### src/rtl/uart_inst_loader_pkg.sv
// Shared definitions for the UART instruction loader: FSM encoding,
// frame-format constants and small helpers.
package uart_inst_loader_pkg;

  typedef enum logic [2:0] {
    ST_IDLE  = 3'd0,
    ST_COUNT = 3'd1,
    ST_HI    = 3'd2,
    ST_LO    = 3'd3,
    ST_CSUM  = 3'd4,
    ST_DONE  = 3'd5,
    ST_ERR   = 3'd6
  } uart_inst_loader_state_t;

  // Frame header byte used when the top-level parameter is left at default
  localparam logic [7:0] SYNC_BYTE_DEFAULT = 8'hA5;

  // Word count travels in a single byte, so a frame holds at most 255 words
  localparam int MAX_WORDS = 255;
  localparam int CNT_W     = $clog2(MAX_WORDS + 1);

  // Idle cycles tolerated between bytes of a frame before it is abandoned
  localparam int TIMEOUT_DEFAULT = 100000;

  // True in the states where a frame is being received and the gap timer runs
  function automatic logic in_frame(input uart_inst_loader_state_t s);
    return (s == ST_COUNT) || (s == ST_HI) || (s == ST_LO) || (s == ST_CSUM);
  endfunction

endpackage

### src/rtl/loader_timeout_cnt.sv
// Inter-byte gap counter. Counts enabled cycles since the last clear and
// flags expiry on the cycle where the count has reached TIMEOUT-1 and no
// clear is present, so the owner can abort on that same edge.
module loader_timeout_cnt
  import uart_inst_loader_pkg::*;
#(
  parameter int TIMEOUT = TIMEOUT_DEFAULT
) (
  input  logic clk,
  input  logic reset,
  input  logic clear,
  input  logic enable,
  output logic expire
);

  localparam int GW = (TIMEOUT > 2) ? $clog2(TIMEOUT) : 1;
  localparam logic [GW-1:0] LAST = GW'(TIMEOUT - 1);

  logic [GW-1:0] gap;

  assign expire = enable && !clear && (gap == LAST);

  // Gap register: cleared by a byte (or outside a frame), else counts up
  always_ff @(posedge clk) begin
    if (reset || clear) begin
      gap <= '0;
    end else if (enable && !expire) begin
      gap <= gap + GW'(1);
    end
  end

endmodule

### src/rtl/uart_inst_loader.sv
// Boot/reload controller: receives a framed instruction image over the UART,
// writes it into instruction memory as 16-bit words, keeps the CPU stalled
// while loading and pulses a PC reset once a checksum-verified image is in.
//
// Handshake: rx_valid is a single-cycle strobe qualifying rx_data; there is
// no backpressure, every strobe is consumed in the cycle it appears. rx_err
// is a single-cycle strobe that aborts any frame in progress and wins over a
// same-cycle rx_valid. All outputs are registered; their values are decided
// from the next FSM state so pulses line up with the state they belong to.
module uart_inst_loader
  import uart_inst_loader_pkg::*;
#(
  parameter logic [7:0]  SYNC_BYTE      = SYNC_BYTE_DEFAULT,
  parameter logic [15:0] BASE_ADDR      = 16'h0000,
  parameter int          TIMEOUT        = TIMEOUT_DEFAULT,
  parameter bit          STALL_AT_RESET = 1'b0
) (
  input  logic        clk,
  input  logic        reset,
  input  logic [7:0]  rx_data,
  input  logic        rx_valid,
  input  logic        rx_err,
  output logic        imem_we,
  output logic [15:0] imem_addr,
  output logic [15:0] imem_wdata,
  output logic        cpu_stall,
  output logic        pc_rst,
  output logic        load_done,
  output logic        load_err,
  output logic        busy
);

  uart_inst_loader_state_t state, next_state;

  logic [7:0]       csum;
  logic [7:0]       hi_reg;
  logic [CNT_W-1:0] word_cnt;
  logic [CNT_W-1:0] idx;

  logic frame_active;
  logic byte_ok;
  logic last_word;
  logic gap_expire;

  logic        imem_we_d;
  logic [15:0] imem_addr_d;
  logic [15:0] imem_wdata_d;
  logic        cpu_stall_d;
  logic        pc_rst_d;
  logic        load_done_d;
  logic        load_err_d;
  logic        busy_d;

  assign frame_active = in_frame(state);
  assign byte_ok      = rx_valid && !rx_err;
  assign last_word    = (idx == word_cnt - CNT_W'(1));

  loader_timeout_cnt #(
    .TIMEOUT (TIMEOUT)
  ) u_timeout (
    .clk    (clk),
    .reset  (reset),
    .clear  (!frame_active || rx_valid),
    .enable (frame_active),
    .expire (gap_expire)
  );

  // State register
  always_ff @(posedge clk) begin
    if (reset) begin
      state <= ST_IDLE;
    end else begin
      state <= next_state;
    end
  end

  // Next-state logic: line error, then timeout, then the per-byte protocol
  always_comb begin
    next_state = state;
    if (frame_active && rx_err) begin
      next_state = ST_ERR;
    end else if (frame_active && !rx_valid && gap_expire) begin
      next_state = ST_ERR;
    end else begin
      case (state)
        ST_IDLE:  if (rx_valid && rx_data == SYNC_BYTE) next_state = ST_COUNT;
        ST_COUNT: if (rx_valid) next_state = (rx_data == 8'd0) ? ST_ERR : ST_HI;
        ST_HI:    if (rx_valid) next_state = ST_LO;
        ST_LO:    if (rx_valid) next_state = last_word ? ST_CSUM : ST_HI;
        ST_CSUM:  if (rx_valid) next_state = (rx_data == csum) ? ST_DONE : ST_ERR;
        ST_DONE:  next_state = ST_IDLE;
        ST_ERR:   next_state = ST_IDLE;
        default:  next_state = ST_IDLE;
      endcase
    end
  end

  // Frame datapath: running checksum, high byte holding, word counters
  always_ff @(posedge clk) begin
    if (reset) begin
      csum     <= '0;
      hi_reg   <= '0;
      word_cnt <= '0;
      idx      <= '0;
    end else begin
      case (state)
        ST_IDLE: begin
          if (rx_valid && rx_data == SYNC_BYTE) csum <= '0;
        end
        ST_COUNT: begin
          if (byte_ok) begin
            word_cnt <= rx_data;
            idx      <= '0;
            csum     <= csum ^ rx_data;
          end
        end
        ST_HI: begin
          if (byte_ok) begin
            hi_reg <= rx_data;
            csum   <= csum ^ rx_data;
          end
        end
        ST_LO: begin
          if (byte_ok) begin
            csum <= csum ^ rx_data;
            if (!last_word) idx <= idx + CNT_W'(1);
          end
        end
        default: ;
      endcase
    end
  end

  // Output decode: values each output register takes on the next edge
  always_comb begin
    imem_we_d    = 1'b0;
    imem_addr_d  = imem_addr;
    imem_wdata_d = imem_wdata;
    cpu_stall_d  = cpu_stall;
    pc_rst_d     = 1'b0;
    load_done_d  = 1'b0;
    load_err_d   = 1'b0;
    busy_d       = (next_state != ST_IDLE);

    if (state == ST_IDLE && next_state == ST_COUNT) cpu_stall_d = 1'b1;

    // Words go to memory as soon as complete, ahead of the checksum; the
    // stall stays up until the checksum passes, so a bad image never runs.
    if (state == ST_LO && byte_ok) begin
      imem_we_d    = 1'b1;
      imem_addr_d  = BASE_ADDR + 16'(idx);
      imem_wdata_d = {hi_reg, rx_data};
    end

    if (next_state == ST_DONE) begin
      pc_rst_d    = 1'b1;
      load_done_d = 1'b1;
      cpu_stall_d = 1'b0;
    end

    if (next_state == ST_ERR) load_err_d = 1'b1;
  end

  // Output registers
  always_ff @(posedge clk) begin
    if (reset) begin
      imem_we    <= 1'b0;
      imem_addr  <= '0;
      imem_wdata <= '0;
      cpu_stall  <= STALL_AT_RESET;
      pc_rst     <= 1'b0;
      load_done  <= 1'b0;
      load_err   <= 1'b0;
      busy       <= 1'b0;
    end else begin
      imem_we    <= imem_we_d;
      imem_addr  <= imem_addr_d;
      imem_wdata <= imem_wdata_d;
      cpu_stall  <= cpu_stall_d;
      pc_rst     <= pc_rst_d;
      load_done  <= load_done_d;
      load_err   <= load_err_d;
      busy       <= busy_d;
    end
  end

endmodule

### config.mk
export PLATFORM = sky130hd
export DESIGN_NAME = uart_inst_loader
export DESIGN_NICKNAME = d
export VERILOG_FILES = /design/src/rtl/uart_inst_loader_pkg.sv /design/src/rtl/loader_timeout_cnt.sv /design/src/rtl/uart_inst_loader.sv
export SDC_FILE = /design/constraint.sdc
export NUM_CORES = 1
export LEC_CHECK = 0
export BUFFER_PORTS_ARGS = -buffer_cell sky130_fd_sc_hd__buf_2
export CORE_UTILIZATION = 58
export DETAILED_ROUTE_END_ITERATION = 6
export GPL_ROUTABILITY_DRIVEN = 0
export GPL_TIMING_DRIVEN = 0
export PLACE_DENSITY = 0.8
export SETUP_SLACK_MARGIN = 0.5
export SYNTH_ARGS = -nofsm -noshare
export SYNTH_HDL_FRONTEND = slang
export SYNTH_HIERARCHICAL = 1
export SYNTH_SLANG_ARGS = --single-unit
### constraint.sdc
create_clock -name clk -period 3.2 [get_ports clk]
set_input_delay 0.32 -clock clk [delete_from_list [all_inputs] [get_ports clk]]
set_output_delay 0.32 -clock clk [all_outputs]
set_load 0.01 [all_outputs]
==> Yosys cells after proc, flatten, opt, wreduce, memory -nomap -nowiden <==
Cells that the tools add are included.
{ "classes": {"addsub": 3, "n_eq_ne": 16, "mux": 21, "bitwise_logic": 1, "reduce_logical": 31} }
{ "op_table": {"columns": ["operator", "count"], "rows": [
  ["two-way mux 8 bit", 5],
  ["one-hot mux 8 bit (2 select lines)", 2],
  ["two-way mux 3 bit", 9],
  ["adder 17 x 1 -> 17 bit, second input constant", 1],
  ["== test 17 bit, second input constant", 1],
  ["== test 8 bit", 2],
  ["one-hot mux 3 bit (5 select lines)", 1],
  ["logical AND 1 bit", 10],
  ["== test 3 bit, second input constant", 3],
  ["adder 8 x 1 -> 8 bit, second input constant", 1],
  ["== test 8 bit, second input constant", 1],
  ["logical NOT 8 bit", 1],
  ["!= test 2 bit, second input constant", 4],
  ["subtractor 8 x 1 -> 8 bit, second input constant", 1],
  ["XOR 8 bit", 1],
  ["== test 3 x 1 -> 1 bit, second input constant", 2],
  ["== test 3 x 2 -> 1 bit, second input constant", 2],
  ["logical NOT 1 bit", 5],
  ["logical OR 1 bit", 5],
  ["AND reduction 2 bit", 2],
  ["AND reduction 4 bit", 1],
  ["nonzero test 2 bit", 2],
  ["logical NOT 3 bit", 1],
  ["two-way mux 1 bit", 3],
  ["other kinds (6)", 6]
]} }
{ "totals": {"reg_bits": 81, "output_inout_bits": 38, "wordCells": 85} }

==> Longest topological paths before layout <==
Gate-level depths: netlist of the first run.
{ "logic_depth": {"word_depth": 14, "mapped_depth": 11} }

==> Cells and area by module <==
The synthesis of the first run kept the hierarchy.
{ "by_module_without_submodules": {"columns": ["mod", "instances", "cells_each", "area_per_inst_um2", "seq_area_each_um2"], "rows": [
  ["uart_inst_loader", 1, 383, 3088.0, 1281.2],
  ["loader_timeout_cnt", 1, 98, 839.6, 340.3]
]} }

==> Worst setup path before layout of the first run <==
No wires, ideal clock.
{ "synth_timing": {"path_kind": "flip-flop to flip-flop", "startpoint": "register state[2]", "endpoint": "register load_done", "setup_ns": 0.120, "arrival_time_ns": 2.166, "t_required_ns": 3.080, "setup_slack_ns": 0.914, "stages_incl_launch_ff": 12, "path_buffers": 1, "cell_sequence": "dfxtp_1 -> clkbuf_8 -> xnor2_1 -> nand2b_1 -> and4bb_2 -> nand4_1 -> nor2_1 -> nor2b_1 -> o21ai_0 -> inv_1 -> nor2_2 -> nor4b_4"} }
{ "synth_via": {"elab_chain_len": 14, "word_cells_on_any_way": 26, "cone_classes": "eq/ne: 5; mux: 9; reduce/logical: 12"} }
{ "synth_lines": {"columns": ["item", "line", "text"], "rows": [
  ["start, declared", "uart_inst_loader.sv:33", "uart_inst_loader_state_t state, next_state;"],
  ["start signal, assigned", "uart_inst_loader.sv:73", "state <= next_state;"],
  ["== test 3 x 1 -> 1 bit or == test 3 x 2 -> 1 bit (tied branches)", "uart_inst_loader_pkg.sv:27", "return (s == ST_COUNT) || (s == ST_HI) || (s == ST_LO) || (s == ST_CSUM);"],
  ["logical OR 1 bit (2 in series)", "uart_inst_loader_pkg.sv:27", null],
  ["logical OR 1 bit (*)", "uart_inst_loader_pkg.sv:27", null],
  ["via frame_active", "uart_inst_loader.sv:40", "logic frame_active;"],
  ["logical NOT 1 bit", "uart_inst_loader.sv:63", ".clear (!frame_active || rx_valid),"],
  ["logical OR 1 bit", "uart_inst_loader.sv:63", null],
  ["logical NOT 1 bit", "loader_timeout_cnt.sv:21", "assign expire = enable && !clear && (gap == LAST);"],
  ["logical AND 1 bit (*) (2 in series)", "loader_timeout_cnt.sv:21", null],
  ["via gap_expire", "uart_inst_loader.sv:43", "logic gap_expire;"],
  ["logical AND 1 bit (*)", "uart_inst_loader.sv:82", "end else if (frame_active && !rx_valid && gap_expire) begin"],
  ["two-way mux 3 bit (*)", "uart_inst_loader.sv:82", null],
  ["two-way mux 3 bit (*)", "uart_inst_loader.sv:80", "if (frame_active && rx_err) begin"],
  ["== test 3 bit (*)", "uart_inst_loader.sv:155", "if (next_state == ST_DONE) begin"],
  ["two-way mux 1 bit (*)", "uart_inst_loader.sv:155", null],
  ["end signal, assigned", "uart_inst_loader.sv:181", "load_done <= load_done_d;"],
  ["end, declared", "uart_inst_loader.sv:28", "output logic load_done,"]
]} }
Mark *: on every way through the listed nets, which the timed path passes. The rest lies on a longest branch.
A chain may end at the register's enable or synchronous reset.

==> Worst setup path after layout of the first run <==
{ "layout_timing": {"startpoint": "register word_cnt[0]", "endpoint": "register load_done"} }
{ "layout_via": {"elab_chain_len": 9} }
{ "layout_lines": {"columns": ["item", "line", "text"], "rows": [
  ["start, declared", "uart_inst_loader.sv:37", "logic [CNT_W-1:0] word_cnt;"],
  ["start signal, assigned", "uart_inst_loader.sv:112", "word_cnt <= rx_data;"],
  ["subtractor 8 x 1 -> 8 bit", "uart_inst_loader.sv:56", "assign last_word = (idx == word_cnt - CNT_W'(1));"],
  ["== test 8 bit", "uart_inst_loader.sv:56", null],
  ["two-way mux 3 bit (2 in series)", "uart_inst_loader.sv:89", "ST_LO: if (rx_valid) next_state = last_word ? ST_CSUM : ST_HI;"],
  ["one-hot mux 3 bit (5 select lines)", "uart_inst_loader.sv:85", "case (state)"],
  ["two-way mux 3 bit", "uart_inst_loader.sv:82", null],
  ["two-way mux 3 bit", "uart_inst_loader.sv:80", null],
  ["== test 3 bit", "uart_inst_loader.sv:155", null],
  ["two-way mux 1 bit", "uart_inst_loader.sv:155", null]
]} }
Every way passes these cells.

==> impl_metrics.json, run 1 <==
{
  "outcome": "finished, violations left",
  "violations": "DRC",
  "crit_type": "reg2reg",
  "ys_types": 61,
  "cts_made_buffers": 9,
  "grt_use_total": 0.250,
  "overflow": 0,
  "min_period_ps": 2440,
  "syn_inst": 481,
  "clock_latency_ps": 360,
  "p_leak_nw": 1.69,
  "skew_ps": 14.0,
  "r2r_start": "word_cnt[0]",
  "min_to": "imem_wdata[1]",
  "power_density_nw_per_um2": 536,
  "grt_setup_unrepaired": "no",
  "drc": 6,
  "path_max_fanout": 9,
  "first_pass_iters": 7,
  "die-width_um": 84.3,
  "ios": 50,
  "clockBufferDepth": 2,
  "grt_max_degree": 16,
  "first_global_vias": 3119,
  "worst_ep_required_time_ps": 3480,
  "cp.buffers_inverters": 0,
  "tns_ps": 0,
  "r2r_end": "load_done",
  "antenna_cells": 0,
  "fin_crit_sh": 0.762,
  "worst_setup_path_start_kind": "register",
  "top_register": "u_timeout/gap",
  "avgViaCountPerCell": 5.68,
  "wire_per_inst_um": 14.1,
  "start_util": 0.608,
  "cp_cell_sequence": "or4_1 -> nor4_1 -> a311oi_1 -> a211oi_4 -> a21oi_2 -> nor2_2 -> nor4b_4",
  "drt.antenna.violating_nets": 0,
  "grt_pass1_wl_um": 14200,
  "crit_arrival_ps": 2710,
  "slew_viol_final": 0,
  "cp-startpoint": "word_cnt[0]",
  "num_rows": 29,
  "max_freq_mhz": 410,
  "finalNetCount": 547,
  "fp.dieArea_um2": 7100,
  "end_kind": "register",
  "ctsHoldBuffers": 0,
  "yosysSeqAreaShare": 0.413,
  "crit_path_top_delay_cell": "or4_1",
  "peakVddDrop_mv": 0.310,
  "worst_slew_pin_slew_ps": 719,
  "drtIter0Drc": 223,
  "synth-seq-cells": 81,
  "dpl.hpwl_um": 6200,
  "grt_antenna_before_repair": 0,
  "worstHoldPathCells": 3,
  "ys_async_sr_fraction": 0,
  "ys_warn_count": 6,
  "hold_path_class": "in2reg",
  "route.vias.total": 3486,
  "hp-start": "rx_data[1]",
  "reg_top3": "u_timeout/gap: 17 flops, imem_wdata: 16 flops",
  "worst_path_dominant_cell_family": "simple AND/OR/NAND/NOR gates",
  "die_h_um": 84.3,
  "cts_tree": "built",
  "largest_register_ffs": 17,
  "r2r_cells": 7,
  "final-setup-viol-count": 0,
  "syn_area_per_cell_um2": 8.17,
  "fin_hold_ws_ps": 334,
  "cts-htree-levels": 3,
  "synth_area_um2": 3930,
  "coreArea_um2": 6460,
  "drt_wl_total_um": 8680,
  "cts_root_buf": "clkbuf_8",
  "cap_violations": 0,
  "slowest_delay_ps": 560,
  "reg2reg_slack_ps": 760,
  "syn_to_final_growth_pct": 12.5,
  "cts.clk_slew.worst_paths_ps": 90,
  "hold_violations": 0,
  "io_buffers": 32,
  "synth-edff-count": 0,
  "layout-drive-gt1-share": 0.162,
  "max_slew_margin": 0.515,
  "cts.sinks": 81,
  "ys.flop_type": "dfxtp_1"
}
metal layers:
metal	track usage	vias to the layer above	share of wire
met1	0.325	1638	0.46
li1	-	1734	-
met2	0.411	99	0.47
met3	0.0521	15	0.045
met5	0	-	0
met4	0.0909	0	0.017
cells in the mapped netlist (3+ instances only):
cell | n | share of area
nor4_1 | 4 | 0.0064
ha_1 | 3 | 0.0096
nand3_1 | 13 | 0.017
nand3b_1 | 9 | 0.017
or3_1 | 6 | 0.0096
nand2b_1 | 3 | 0.0048
and3_2 | 3 | 0.0057
o21ai_0 | 26 | 0.033
nand4_1 | 10 | 0.016
and4_1 | 3 | 0.0067
a211oi_1 | 4 | 0.0076
nor2_1 | 40 | 0.038
nand2_1 | 80 | 0.076
xnor2_1 | 16 | 0.036
nor3_1 | 7 | 0.0089
buf_4 | 9 | 0.017
a31oi_1 | 3 | 0.0048
clkbuf_1 | 27 | 0.026
mux2i_1 | 11 | 0.028
dfxtp_1 | 81 | 0.41
or2_2 | 4 | 0.0064
inv_1 | 9 | 0.0086
xor2_1 | 13 | 0.029
a21oi_1 | 52 | 0.066
through the flow:
stage | utilization | setup slack, ps | instances | cell area, um2 | power (mW)
after floorplan | - | 914 | 488 | 3950 | 1.54
after global placement | 0.652 | 425 | 597 | 4210 | 1.65
after detailed placement | 0.652 | 377 | 597 | 4210 | 1.66
after CTS | 0.681 | 648 | 613 | 4400 | 2.34
after global routing | 0.684 | 573 | 614 | 4420 | 2.48
final | 0.684 | 763 | 614 | 4420 | 2.37
layout by cell type, fill, tap and decap left out, types with 6 or more instances in the layout:
cell / synthesis / final
nand3_1: 13 / 13
buf_4: 9 / 10
inv_1: 9 / 9
mux2i_1: 11 / 11
o21ai_0: 26 / 26
nand2_1: 80 / 80
clkbuf_1: 27 / 27
nand4_1: 10 / 10
nor3_1: 7 / 7
buf_2: 2 / 34
conb_1: 1 / 8
clkbuf_8: 2 / 11
a21oi_1: 52 / 52
xor2_1: 13 / 13
dfxtp_1: 81 / 81
or3_1: 6 / 6
xnor2_1: 16 / 15
nand3b_1: 9 / 9
nor2_1: 40 / 39
area by class of cell:
class                           count  area (um2)
Timing Repair Buffer               33         168
Clock inverter                      7        55.1
Multi-Input combinational cell    355        2080
Buffer                             43         239
Inverter                            9        33.8
Tap cell                           77        96.3
Clock buffer                        9         124
Fill cell                         537        2040
Sequential cell                    81        1620
worst max-delay path by stage:
stage	to	slack, ps	cells after the start
detailed placement	load_done	380	11
global placement	load_done	430	11
floorplan	load_done	910	11
finish	load_done	760	7
global route	load_done	570	11
CTS	load_done	650	11
cell families (layout without fill, tap and decap cells):
family,Yosys count,after routing,share of synthesized area
mux,12,12,0.0309
compound gates,103,103,0.156
simple gates,200,200,0.255
buf+inv,52,101,0.0694
other cells,1,8,0.000955
flops,81,81,0.413
xor+xnor,29,29,0.0647
fa+ha+maj,3,3,0.00956
where the power goes:
group / internal, mW / switching [mW] / leakage [nW]
registers: 1.06 / 0.0376 / 0.654
clock network: 0.287 / 0.395 / 0.0858
logic: 0.231 / 0.362 / 0.951
total: 1.57 / 0.795 / 1.69
tightest hold or removal path, cell delays in order:
cell and delay, ps:
clkbuf_1 180, nand2_1 100, a21oi_1 50
what timing repair did:
action	4_1_cts	5_1_grt
pin swaps	0	0
setup endpoints to repair	4	5
buffers inserted	0	1
gates resized for setup	1	2
endpoints found under the hold margin	0	0
(Power assumes the default switching activity.)
==> run 2, diff against run 1 <==
--- a/config.mk
+++ b/config.mk
@@ -5,12 +5,13 @@
 export SDC_FILE = /design/constraint.sdc
 export NUM_CORES = 1
 export LEC_CHECK = 0
+export ABC_AREA = 1
 export BUFFER_PORTS_ARGS = -buffer_cell sky130_fd_sc_hd__buf_2
-export CORE_UTILIZATION = 58
+export CORE_UTILIZATION = 53
 export DETAILED_ROUTE_END_ITERATION = 6
 export GPL_ROUTABILITY_DRIVEN = 0
 export GPL_TIMING_DRIVEN = 0
-export PLACE_DENSITY = 0.8
+export PLACE_DENSITY = 0.77
 export SETUP_SLACK_MARGIN = 0.5
 export SYNTH_ARGS = -nofsm -noshare
 export SYNTH_HDL_FRONTEND = slang
==> constraint.sdc (replaced) <==
create_clock -name clk -period 2.15 [get_ports clk]
set_input_delay 0.215 -clock clk [delete_from_list [all_inputs] [get_ports clk]]
set_output_delay 0.215 -clock clk [all_outputs]
set_load 0.01 [all_outputs]
==> impl_metrics.json, run 2 <==
{
  "end_kind": "register",
  "max_freq_mhz": 471,
  "max_slew_margin": 0.570,
  "clockBufferDepth": 2,
  "fp.dieArea_um2": 8290,
  "clock_latency_ps": 370,
  "crit_arrival_ps": 2350,
  "overflow": 0,
  "grt_antenna_before_repair": 0,
  "synth_top_cells_by_count": "111 x nand2_1, 105 x nor2_1, 81 x dfxtp_1, 54 x o21ai_0, 46 x inv_1",
  "die_h_um": 91.0,
  "avgViaCountPerCell": 5.44,
  "die-width_um": 91.0,
  "cts.clk_slew.worst_paths_ps": 90,
  "p_leak_nw": 2.43,
  "ys_types": 43,
  "num_rows": 32,
  "synth_top_area_share": 0.386,
  "cts.sinks": 81,
  "power_switching_mw": 1.61,
  "final-setup-viol-count": 0,
  "hold_violations": 0,
  "slew_viol_final": 0,
  "grt_setup_unrepaired": "yes",
  "synth_most_common_cell": "nand2_1",
  "layout_commonest_cell": "nand2_1",
  "place_inst": 751,
  "start_util": 0.547,
  "grt_pass1_wl_um": 19000,
  "finalNetCount": 710,
  "p_int_mw": 2.92,
  "coreArea_um2": 7690,
  "io_buffers": 41,
  "synth-seq-cells": 81,
  "ys.flop_type": "dfxtp_1",
  "reg2reg_slack_ps": 30,
  "min_period_ps": 2120,
  "grt_use_total": 0.288,
  "first_global_vias": 4134,
  "synth_area_um2": 4200,
  "route.vias.total": 4364,
  "grt_max_degree": 17,
  "worst_setup_path_start_kind": "register",
  "ys_warn_count": 6,
  "dpl.hpwl_um": 7560,
  "peakVddDrop_mv": 0.488,
  "ctsHoldBuffers": 0,
  "fin_crit_sh": 0.988,
  "pwr-share-comb": 0.368,
  "synth-edff-count": 0,
  "drc": 0,
  "synth.area.top_cells": "dfxtp_1 39%, nand2_1 9.9%, nor2_1 9.4%, o21ai_0 6.4%, nand3_1 4.3%",
  "skew_ps": 17.9,
  "cts_made_buffers": 9,
  "yosysSeqAreaShare": 0.386,
  "p_sw_frac": 0.356,
  "cap_violations": 0,
  "final_cell_mix": "98 x nand2_1, 94 x nor2_1, 76 x dfxtp_1, 51 x o21ai_0, 43 x buf_2",
  "synth_top_area_cell": "dfxtp_1",
  "worst_slew_pin_slew_ps": 640,
  "fin_cells": 802,
  "power_density_nw_per_um2": 829,
  "worst_ep_required_time_ps": 2370,
  "top_register": "u_timeout/gap",
  "place_area_um2": 4640,
  "clkPwrFrac": 0.268,
  "layout-drive-gt1-share": 0.310,
  "ios": 50,
  "wire_per_inst_um": 14.7,
  "drtIter0Drc": 291,
  "outcome": "finished clean",
  "ys_async_sr_fraction": 0,
  "largest_register_ffs": 17,
  "drt_wl_total_um": 11800,
  "reg_top3": "u_timeout/gap: 17 flops, imem_wdata: 16 flops",
  "antenna_cells": 0,
  "cts-htree-levels": 3,
  "cts_tree": "built",
  "syn_inst": 601,
  "hold_path_class": "in2reg",
  "drt.antenna.violating_nets": 0,
  "first_pass_iters": 5,
  "r2r_cells": 15,
  "syn_to_final_growth_pct": 30.0,
  "finalInstanceArea_um2": 5460,
  "syn_area_per_cell_um2": 6.99,
  "path_max_fanout": 4,
  "worstHoldPathCells": 2,
  "crit_type": "reg2reg",
  "power_frac_seq": 0.364,
  "cts_root_buf": "clkbuf_8",
  "tns_ps": 0
}
run 2: changes by cell type after synthesis, sizes merged, moves of 6 or more:
| cell | previous run | this run |
|---|---|---|
| xnor2 | 16 | 6 |
| clkbuf | 29 | 7 |
| nand2 | 81 | 129 |
| inv | 9 | 53 |
| or3 | 6 | 0 |
| mux2i | 11 | 0 |
| o21ai | 27 | 55 |
| a21oi | 53 | 43 |
| nand3 | 14 | 37 |
| nor2 | 41 | 116 |
run 2: cell families after synthesis:
logic type               share of synthesized area
AO/OA/AOI/OAI                                0.150
XOR/XNOR                                    0.0334
adder cells (fa/ha/maj)                    0.00893
buffers and inverters                       0.0914
flip-flops                                   0.386
other                                     0.000893
AND/OR/NAND/NOR                              0.330
run 2: layout make-up:
cell class | instances | area, um2
Buffer | 25 | 208
Multi-Input combinational cell | 447 | 2530
Tap cell | 102 | 128
Fill cell | 592 | 2220
Clock inverter | 7 | 86.3
Timing Repair Buffer | 75 | 526
Clock buffer | 9 | 124
Sequential cell | 81 | 1640
Inverter | 56 | 231
run 2: stage by stage:
stage | setup slack [ps] | util | total power [mW] | hold WS [ps]
final | 26.3 | 0.711 | 4.53 | 121
after global routing | -36.1 | 0.711 | 4.70 | 117
after CTS | 82.9 | 0.683 | 4.36 | 122
after detailed placement | -172 | 0.604 | 2.64 | 468
after global placement | -98.2 | 0.604 | 2.61 | 465
after floorplan | 160 | - | 2.42 | 293
run 2: worst paths after layout:
path | start | endpoint
max | state[1] | busy
min | reset | csum[6]
max reg2reg | state[1] | busy
min reg2reg | hi_reg[7] | imem_wdata[15]
run 2: layer usage:
metal | track usage | wire (um)
met1 | 0.349 | 5000
met2 | 0.487 | 5800
met3 | 0.0544 | 578
met4 | 0.144 | 425
met5 | 0 | 0
run 2: worst max-delay path, stage by stage, from the launching register on:
cell,delay [ps]
dfxtp_4,390
nor3_4,220
nor2_2,80
inv_2,90
nand2_2,80
inv_2,60
nand3_2,70
nor2_4,120
nand2_2,70
nor2_4,130
a21oi_2,60
or2_4,260
nand2_4,80
nand4_1,100
nor2_1,130
nor2_1,50
run 2: what timing repair did:
item                                    CTS  global route
pin swaps                                28            25
endpoints found under the hold margin     0             0
cloned                                    2             2
endpoints found under the setup margin   43            69
setup buffers                            24             7
resized for setup                        48            47
run 2: power by group through the flow:
stage | combinational, mW | clock [mW] | sequential (mW)
after floorplan | 0.742 | 0 | 1.68
after global placement | 0.925 | 0 | 1.68
after detailed placement | 0.952 | 0 | 1.69
after CTS | 1.50 | 1.21 | 1.64
after global routing | 1.77 | 1.28 | 1.66
final | 1.66 | 1.22 | 1.65
==> run 3, diff against run 2 <==
--- a/config.mk
+++ b/config.mk
@@ -12,6 +12,7 @@
 export GPL_ROUTABILITY_DRIVEN = 0
 export GPL_TIMING_DRIVEN = 0
 export PLACE_DENSITY = 0.77
+export RECOVER_POWER = 100
 export SETUP_SLACK_MARGIN = 0.5
 export SYNTH_ARGS = -nofsm -noshare
 export SYNTH_HDL_FRONTEND = slang
==> impl_metrics.json, run 3 (synthesis gave the netlist of run 2 again) <==
{
  "coreArea_um2": 7690,
  "cts-htree-levels": 3,
  "drtIter0Drc": 256,
  "drt_wl_total_um": 11800,
  "drc": 0,
  "worst_ep_required_time_ps": 2370,
  "hold_path_class": "in2reg",
  "top_register": "u_timeout/gap",
  "start_util": 0.547,
  "largest_register_ffs": 17,
  "crit_arrival_ps": 2340,
  "power_density_nw_per_um2": 834,
  "peakVddDrop_mv": 0.490,
  "cts.clk_slew.worst_paths_ps": 90,
  "layout-drive-gt1-share": 0.266,
  "fin_util": 0.705,
  "crit_type": "reg2reg",
  "cts_tree": "built",
  "p_leak_nw": 2.30,
  "cts_made_buffers": 9,
  "cts_root_buf": "clkbuf_8",
  "fin_crit_sh": 0.988,
  "fp.dieArea_um2": 8290,
  "antenna_cells": 0,
  "ios": 50,
  "worstHoldPathCells": 2,
  "layout_commonest_cell": "nand2_1",
  "grt_max_degree": 17,
  "outcome": "finished clean",
  "fin_hold_ws_ps": 126,
  "max_freq_mhz": 471,
  "drt.antenna.violating_nets": 0,
  "grt_pass1_wl_um": 19000,
  "path_max_fanout": 4,
  "cap_violations": 0,
  "clockBufferDepth": 2,
  "hp-start": "reset",
  "avgViaCountPerCell": 5.43,
  "grt_use_total": 0.288,
  "io_buffers": 41,
  "hold_violations": 0,
  "worst_slew_pin_slew_ps": 659,
  "first_pass_iters": 5,
  "worst_setup_path_start_kind": "register",
  "r2r_end": "busy",
  "die-width_um": 91.0,
  "min_to": "csum[6]",
  "grt_setup_unrepaired": "yes",
  "min_period_ps": 2120,
  "final_cell_mix": "98 x nand2_1, 95 x nor2_1, 76 x dfxtp_1, 51 x o21ai_0, 40 x inv_1",
  "dpl.hpwl_um": 7560,
  "wire_per_inst_um": 14.7,
  "first_global_vias": 4134,
  "num_rows": 32,
  "reg_top3": "u_timeout/gap: 17 flops, imem_wdata: 16 flops",
  "reg2reg_slack_ps": 30,
  "end_kind": "register",
  "r2r_cells": 15,
  "slew_viol_final": 0,
  "skew_ps": 17.4,
  "max_slew_margin": 0.561,
  "final-setup-viol-count": 0,
  "clock_latency_ps": 370,
  "syn_to_final_growth_pct": 29.0,
  "route.vias.total": 4356,
  "r2r_start": "state[1]",
  "die_h_um": 91.0,
  "finalNetCount": 710,
  "cts.sinks": 81,
  "grt_antenna_before_repair": 0,
  "overflow": 0
}
==> run 3: cell count changes in the layout (fill, tap and decap cells not counted) <==
cell / delta
clkbuf_1: +30
nor2_4: -1
nor2_1: +1
buf_2: -30
==> run 3: where the power goes <==
group / switching (mW) / internal [mW] / total (mW)
logic: 0.890 / 0.767 / 1.66
clock network: 0.645 / 0.564 / 1.21
registers: 0.0696 / 1.58 / 1.65
==> run 3: critical path, cell delays in order (launching register included) <==
cell,delay [ps]
dfxtp_4,390
nor3_4,220
nor2_2,80
inv_2,90
nand2_2,80
inv_2,60
nand3_2,80
nor2_4,120
nand2_2,70
nor2_4,130
a21oi_2,60
or2_4,260
nand2_4,80
nand4_1,100
nor2_1,130
nor2_1,50
==> run 3: worst max path at each step <==
| stage | start | end | slack [ps] |
|---|---|---|---|
| 2_1_floorplan | state[0] | busy | 160 |
| 3_3_place_gp | state[0] | busy | -100 |
| 3_5_place_dp | state[0] | busy | -170 |
| 4_1_cts | state[2] | busy | 80 |
| 5_1_grt | state[1] | busy | -40 |
| 6_report | state[1] | busy | 30 |
==> run 3: what timing repair did <==
| action | 4_1_cts | 5_1_grt |
|---|---|---|
| setup buffers | 24 | 7 |
| pin swaps | 28 | 25 |
| cloned | 2 | 2 |
| gates resized for setup | 48 | 47 |
| hold buffers | 0 | 0 |
| setup endpoints to repair | 43 | 69 |
==> run 3: through the flow <==
stage          std cells  setup WS (ps)  power (mW)  instance area [um2]  TNS (ps)
6_report             802           26.5        4.52                 5420         0
5_1_grt              802          -36.1        4.70                 5420     -76.7
4_1_cts              793           82.9        4.36                 5250         0
3_5_place_dp         751           -172        2.64                 4640      -427
3_3_place_gp         751          -98.2        2.61                 4640      -116
2_1_floorplan        608            160        2.42                 4310         0
==> run 3: layout make-up <==
class | count | area [um2]
multi-input cells | 447 | 2520
fillers | 618 | 2270
flip-flops and latches | 81 | 1640
repair buffers | 75 | 488
inverters | 56 | 231
plain buffers | 25 | 208
well taps | 102 | 128
clock buffers | 9 | 124
clock inverters | 7 | 86.3
==> run 3: routing by layer <==
layer	wire (um)	GRT usage	vias to the layer above
met5	0	0	-
met4	399	0.144	0
met3	577	0.0544	40
met2	5840	0.487	153
met1	5010	0.349	2031
li1	-	-	2132
